$ cat src/rtl/mux_scan_ctrl.sv
// mux_scan_ctrl
//   Sequences a 2**SEL_W : 1 bit mux. It steps sel through every channel,
//   waits DWELL settle cycles on each one, samples mux_out, and presents the
//   assembled word on scan_data together with a one-cycle valid pulse.
//
// Parameters
//   SEL_W  width of sel; channel count N_CH = 2**SEL_W
//   DWELL  settle cycles per channel before sampling (1..15, 0 is illegal)
//
// Ports
//   clk        system clock, rising edge
//   rst        asynchronous, active-high reset
//   start      level request, sampled in IDLE (and in DONE with SCAN_CONT_EN)
//   mux_out    output bit of the mux being scanned
//   sel        channel select driven to the mux
//   scan_data  last completed scan, bit i = mux_out sampled with sel = i
//   valid      one-cycle pulse, scan_data has just been updated
//   busy       high while a scan is in progress (SETTLE / SAMPLE)
//
// Build option
//   SCAN_CONT_EN  when defined, start held in DONE begins the next scan
//                 directly, skipping the IDLE cycle between scans.
//
// state  | meaning
// IDLE   | waiting for start; sel holds its last value
// SETTLE | sel driven, counting DWELL settle cycles
// SAMPLE | capture mux_out into shadow[sel], then advance or finish
// DONE   | scan_data presented, valid high for this cycle only

module mux_scan_ctrl #(
  parameter int SEL_W = 2,
  parameter int DWELL = 1
) (
  input  logic                  clk,
  input  logic                  rst,
  input  logic                  start,
  input  logic                  mux_out,
  output logic [SEL_W-1:0]      sel,
  output logic [(2**SEL_W)-1:0] scan_data,
  output logic                  valid,
  output logic                  busy
);

  localparam int N_CH = 2**SEL_W;
  localparam logic [3:0]       DWELL_LAST = 4'(DWELL - 1);
  localparam logic [SEL_W-1:0] SEL_LAST   = '1;

  typedef enum logic [1:0] {
    IDLE   = 2'd0,
    SETTLE = 2'd1,
    SAMPLE = 2'd2,
    DONE   = 2'd3
  } state_t;

  state_t            state, state_n;
  logic [SEL_W-1:0]  sel_n;
  logic [3:0]        cnt, cnt_n;
  logic [N_CH-1:0]   shadow, shadow_n;
  logic [N_CH-1:0]   scan_data_n;
  logic              valid_n;
  logic              busy_n;

  always_ff @(posedge clk or posedge rst) begin
    if (rst) begin
      state     <= IDLE;
      sel       <= '0;
      cnt       <= '0;
      shadow    <= '0;
      scan_data <= '0;
      valid     <= 1'b0;
      busy      <= 1'b0;
    end else begin
      state     <= state_n;
      sel       <= sel_n;
      cnt       <= cnt_n;
      shadow    <= shadow_n;
      scan_data <= scan_data_n;
      valid     <= valid_n;
      busy      <= busy_n;
    end
  end

  always_comb begin
    state_n     = state;
    sel_n       = sel;
    cnt_n       = cnt;
    shadow_n    = shadow;
    scan_data_n = scan_data;

    case (state)
      IDLE: begin
        if (start) begin
          state_n = SETTLE;
          sel_n   = '0;
          cnt_n   = '0;
        end
      end

      SETTLE: begin
        cnt_n = cnt + 4'd1;
        if (cnt == DWELL_LAST) begin
          state_n = SAMPLE;
        end
      end

      SAMPLE: begin
        shadow_n[sel] = mux_out;
        if (sel == SEL_LAST) begin
          // The word is loaded on the edge into DONE (last bit merged in)
          // so the registered scan_data is already new while valid is high.
          state_n     = DONE;
          scan_data_n = shadow_n;
        end else begin
          state_n = SETTLE;
          sel_n   = sel + 1'b1;
          cnt_n   = '0;
        end
      end

      DONE: begin
        state_n = IDLE;
`ifdef SCAN_CONT_EN
        if (start) begin
          state_n = SETTLE;
          sel_n   = '0;
          cnt_n   = '0;
        end
`endif
      end

      default: state_n = IDLE;
    endcase

    // Flags are registered from the next state so they line up with it.
    valid_n = (state_n == DONE);
    busy_n  = (state_n == SETTLE) || (state_n == SAMPLE);
  end

endmodule
$ cat config.mk
export PLATFORM = sky130hd
export DESIGN_NAME = mux_scan_ctrl
export DESIGN_NICKNAME = d
export VERILOG_FILES = /design/src/rtl/mux_scan_ctrl.sv
export SDC_FILE = /design/constraint.sdc
export NUM_CORES = 1
export LEC_CHECK = 0
export CORE_MARGIN = 2
export CORE_UTILIZATION = 25
export DETAILED_ROUTE_END_ITERATION = 12
export DONT_BUFFER_PORTS = 1
export HOLD_SLACK_MARGIN = 0.02
export PLACE_DENSITY = 0.42
export RECOVER_POWER = 25
export SLEW_MARGIN = 25
export SYNTH_ARGS = -nofsm -noshare
export SYNTH_HDL_FRONTEND = slang
export SYNTH_SLANG_ARGS = --single-unit
$ cat constraint.sdc
create_clock -name clk -period 1.2 [get_ports clk]
set_input_delay 0.24 -clock clk [delete_from_list [all_inputs] [get_ports clk]]
set_output_delay 0.24 -clock clk [all_outputs]
set_load 0.01 [all_outputs]
==> results.rst <==
.. list-table::
   :header-rows: 1

   * - Metric
     - Value
   * - Share of Yosys cell area claimed by the top area cell type
     - 0.473
   * - RSZ-0062 raised after global routing
     - true
   * - Tightest Hold Check Type
     - primary input to register
   * - Number of violations reported at the end of detailed-routing iteration 0
     - 8
   * - Number of buffers between clock root and the deepest sink
     - 2
   * - Synthesis Warnings
     - 0
   * - Top cells by area, synth
     - dfrtp_1 (47%), ha_1 (9.7%), nand2_1 (5.4%)
   * - Number of nets at the end of the flow
     - 120
   * - Slew HR
     - 0.758
   * - Total congestion overflow
     - 0
   * - Synth Area in Adders
     - 0.0974
   * - Diode insertion count for antenna repair
     - 0
   * - Number of synthesized flops with an enable pin
     - 0
   * - Hold violation count in the final report
     - 0
   * - Crit path DAT
     - approximately 1.4 ns
   * - Vias
     - ~660
   * - Highest attainable clock frequency
     - 796 MHz
   * - Hold Startpoint
     - mux_out
   * - Routed wire length
     - 1870 um
   * - Global-route wire length before repair
     - 3370 um
   * - Weighted congestion at the end of routability-driven global placement
     - 0.716
   * - Cell types with the highest counts after synthesis
     - dfrtp_1 (17), nand2_1 (13), ha_1 (7), inv_1 (6), o21ai_0 (6)
   * - Endpoints failing setup
     - 5
   * - Clock Latency Late Sink
     - between 0.2 and 0.3 ns
   * - Cell row count
     - 21
   * - Initial antenna violation count
     - 0
   * - Drt first pass iters
     - 2
   * - Io pins
     - 12
   * - Simple logic cell fraction of the synthesized area
     - 0.128
   * - Transition at the pin with the smallest max-transition slack
     - 0.362 ns
   * - Post-Place Setup Slack
     - -0.0678 ns
   * - Library cells used by synthesis
     - 25
   * - Synthesized-area fraction occupied by xor and xnor cells
     - 0.0195
   * - Pwr Density
     - 2250 nW/um^2
   * - Maximum level of the CTS H-tree
     - 1
   * - CP max FO
     - 2
   * - Cell area after synthesis
     - ~900 sq um
   * - HPWL after DPL
     - 1420 um
   * - Clock tree from TritonCTS
     - built
   * - Final Max Slew Viols
     - 0
   * - Vias per Instance
     - around 4.3
   * - Violated checks
     - setup timing
   * - Remaining routing DRC violations
     - 0
   * - Fraction of registers with async set or reset after synthesis
     - 1.00
   * - Number of buffers added on ports
     - 0
   * - Critical path startpoint category
     - register
   * - Crit path setup slack, layout
     - -0.0563 ns
   * - Final cell utilization of the core
     - 0.396
   * - Critical Path End Type
     - register
   * - Initial core utilization
     - 0.265
   * - Crit share post-route
     - 1.05
   * - Floorplan Core Area
     - 3390 sq um
   * - Fraction of synthesized area in multiplexers
     - 0.100
   * - Hold worst-path end
     - scan_data[3]$_DFFE_PP0P_
   * - Worst reg2reg startpoint
     - cnt[1]$_DFFE_PP0P_
   * - Cell with the most instances after synthesis
     - dfrtp_1
   * - Final instance count without filler cells
     - 154
   * - Y dimension of the die
     - 64.0 um
   * - Overall die area
     - between 4000 and 5000 sq um
   * - Layout cells sized above 1
     - 0.546
   * - Main combinational cell family by area after synthesis
     - compound AO/OA/AOI/OAI gates
   * - CTS sink count
     - 17
   * - Largest clock skew in the final design
     - 0.00227 ns
   * - Num CTS Buffers
     - 3
   * - Worst r2r dst
     - cnt[1]$_DFFE_PP0P_
   * - Peak supply drop
     - 0.828 mV
   * - Hold depth
     - 1
   * - Number of cells on the worst reg-to-reg path
     - 4
   * - Leakage component of the power
     - between 0.6 and 0.7 nW
   * - GRT Total Usage
     - 0.108
   * - Pin count of the biggest net entering global routing
     - 11
   * - Routed Antenna Nets
     - 0
   * - Die Span X
     - 64.0 um
   * - Min Tclk post-route
     - 1.26 ns
   * - Mean instance size in the synthesized netlist
     - 11.4 sq um
   * - Number of global-route vias before repair
     - 697
   * - Critical setup path kind
     - register to register
   * - Filler cells
     - approximately 330
   * - Total chip power
     - about 3.0 mW
   * - FF+latch count, synth
     - 17
   * - Root buffer cell
     - clkbuf_4
   * - Synthesis-to-finish area growth
     - 49.1%
   * - Most instantiated flip-flop cell in the synthesis netlist
     - dfrtp_1
   * - Max-capacitance violation count
     - 0
   * - Worst Hold Margin
     - 0.0955 ns
   * - Number of instances in the placed design
     - about 140
   * - Register clock-pin slew on the reported worst setup and hold paths
     - about 0.1 ns
   * - CP Data Required Time
     - 1.38 ns
   * - Sequential share of the synthesized area
     - 0.473
   * - Post-synthesis compound-gate area fraction
     - 0.132
   * - Post-route setup TNS
     - -0.134 ns
   * - Post-Synthesis Net Count
     - 90
   * - Biggest area consumer among synthesized cells
     - dfrtp_1
   * - Setup slack of the worst register-to-register path
     - -0.06 ns
   * - Status
     - complete, but fails checks
   * - Detailed-route wire length per cell
     - 12.1 um
   * - Cells after synthesis
     - 79
   * - Post-detailed-placement cell area
     - 1120 sq um
   * - Cell area after layout
     - 1340 sq um
==> timing repair <==
action / 4_1_cts / 5_1_grt
setup endpoints to repair: 11 / 15
resized for setup: 18 / 23
hold buffers: 1 / 0
setup buffers: 3 / 2
pin swaps: 7 / 8
hold endpoints to repair: 7 / 0
==> cell usage in the layout, fill, tap and decap left out, types with 3 or more instances in the layout <==
cell type,count
dfrtp_1,13
dfrtp_2,4
buf_6,5
buf_4,20
inv_1,4
ha_4,5
o21ai_1,4
clkbuf_4,3
mux2_4,5
a22o_1,3
mux2i_1,3
nand2_2,5
nand2_1,8
==> final cells by class <==
| class | count | area [sq um] | share of cell area |
|---|---|---|---|
| flip-flops and latches | 17 | 430 | 0.321 |
| inverters | 6 | 27.5 | 0.0205 |
| well taps | 46 | 57.6 | 0.0429 |
| clock buffers | 4 | 26.3 | 0.0196 |
| repair buffers | 27 | 236 | 0.176 |
| multi-input cells | 54 | 563 | 0.420 |
==> routing by layer <==
layer,global-route usage,vias to the layer above,share of wire
met2,0.188,9,0.54
met1,0.122,315,0.41
met3,0.0387,2,0.046
met4,0.0326,0,0.0043
li1,-,333,-
met5,0,-,0
==> worst max path at each step <==
stage / start / to / slack (ns) / cells past startpoint
after floorplan: cnt[1]$_DFFE_PP0P_ / cnt[1]$_DFFE_PP0P_ / -0.07 / 4
after global placement: state[1]$_DFF_PP0_ / cnt[2]$_DFFE_PP0P_ / -0.08 / 4
after detailed placement: cnt[0]$_DFFE_PP0P_ / busy$_DFF_PP0_ / -0.07 / 5
after CTS: cnt[0]$_DFFE_PP0P_ / cnt[1]$_DFFE_PP0P_ / -0.08 / 4
after global routing: cnt[1]$_DFFE_PP0P_ / cnt[1]$_DFFE_PP0P_ / -0.09 / 4
final: cnt[1]$_DFFE_PP0P_ / cnt[1]$_DFFE_PP0P_ / -0.06 / 4
==> where the power goes <==
group | switching [mW] | internal, mW | total [mW]
Clock | 0.176 | 0.129 | 0.305
Sequential | 0.280 | 0.826 | 1.11
Combinational | 0.642 | 0.962 | 1.60
==> kinds of logic after synthesis <==
logic type,Yosys count
flops,17
buf+inv,8
simple gates,21
mux,8
fa+ha+maj,7
xor+xnor,2
compound gates,16
==> critical path, stage by stage (launching register included) <==
cell and delay [ns]:
dfrtp_1 0.36, inv_1 0.04, ha_1 0.28, mux2_4 0.26
a22o_1 0.21
==> registers in the layout, indices dropped and copies added (netlist names) <==
signal and count:
busy 1, cnt 4, scan_data 4, sel 2, shadow 3, state 2
valid 1
Note: power is estimated with default switching activity, not from simulation.
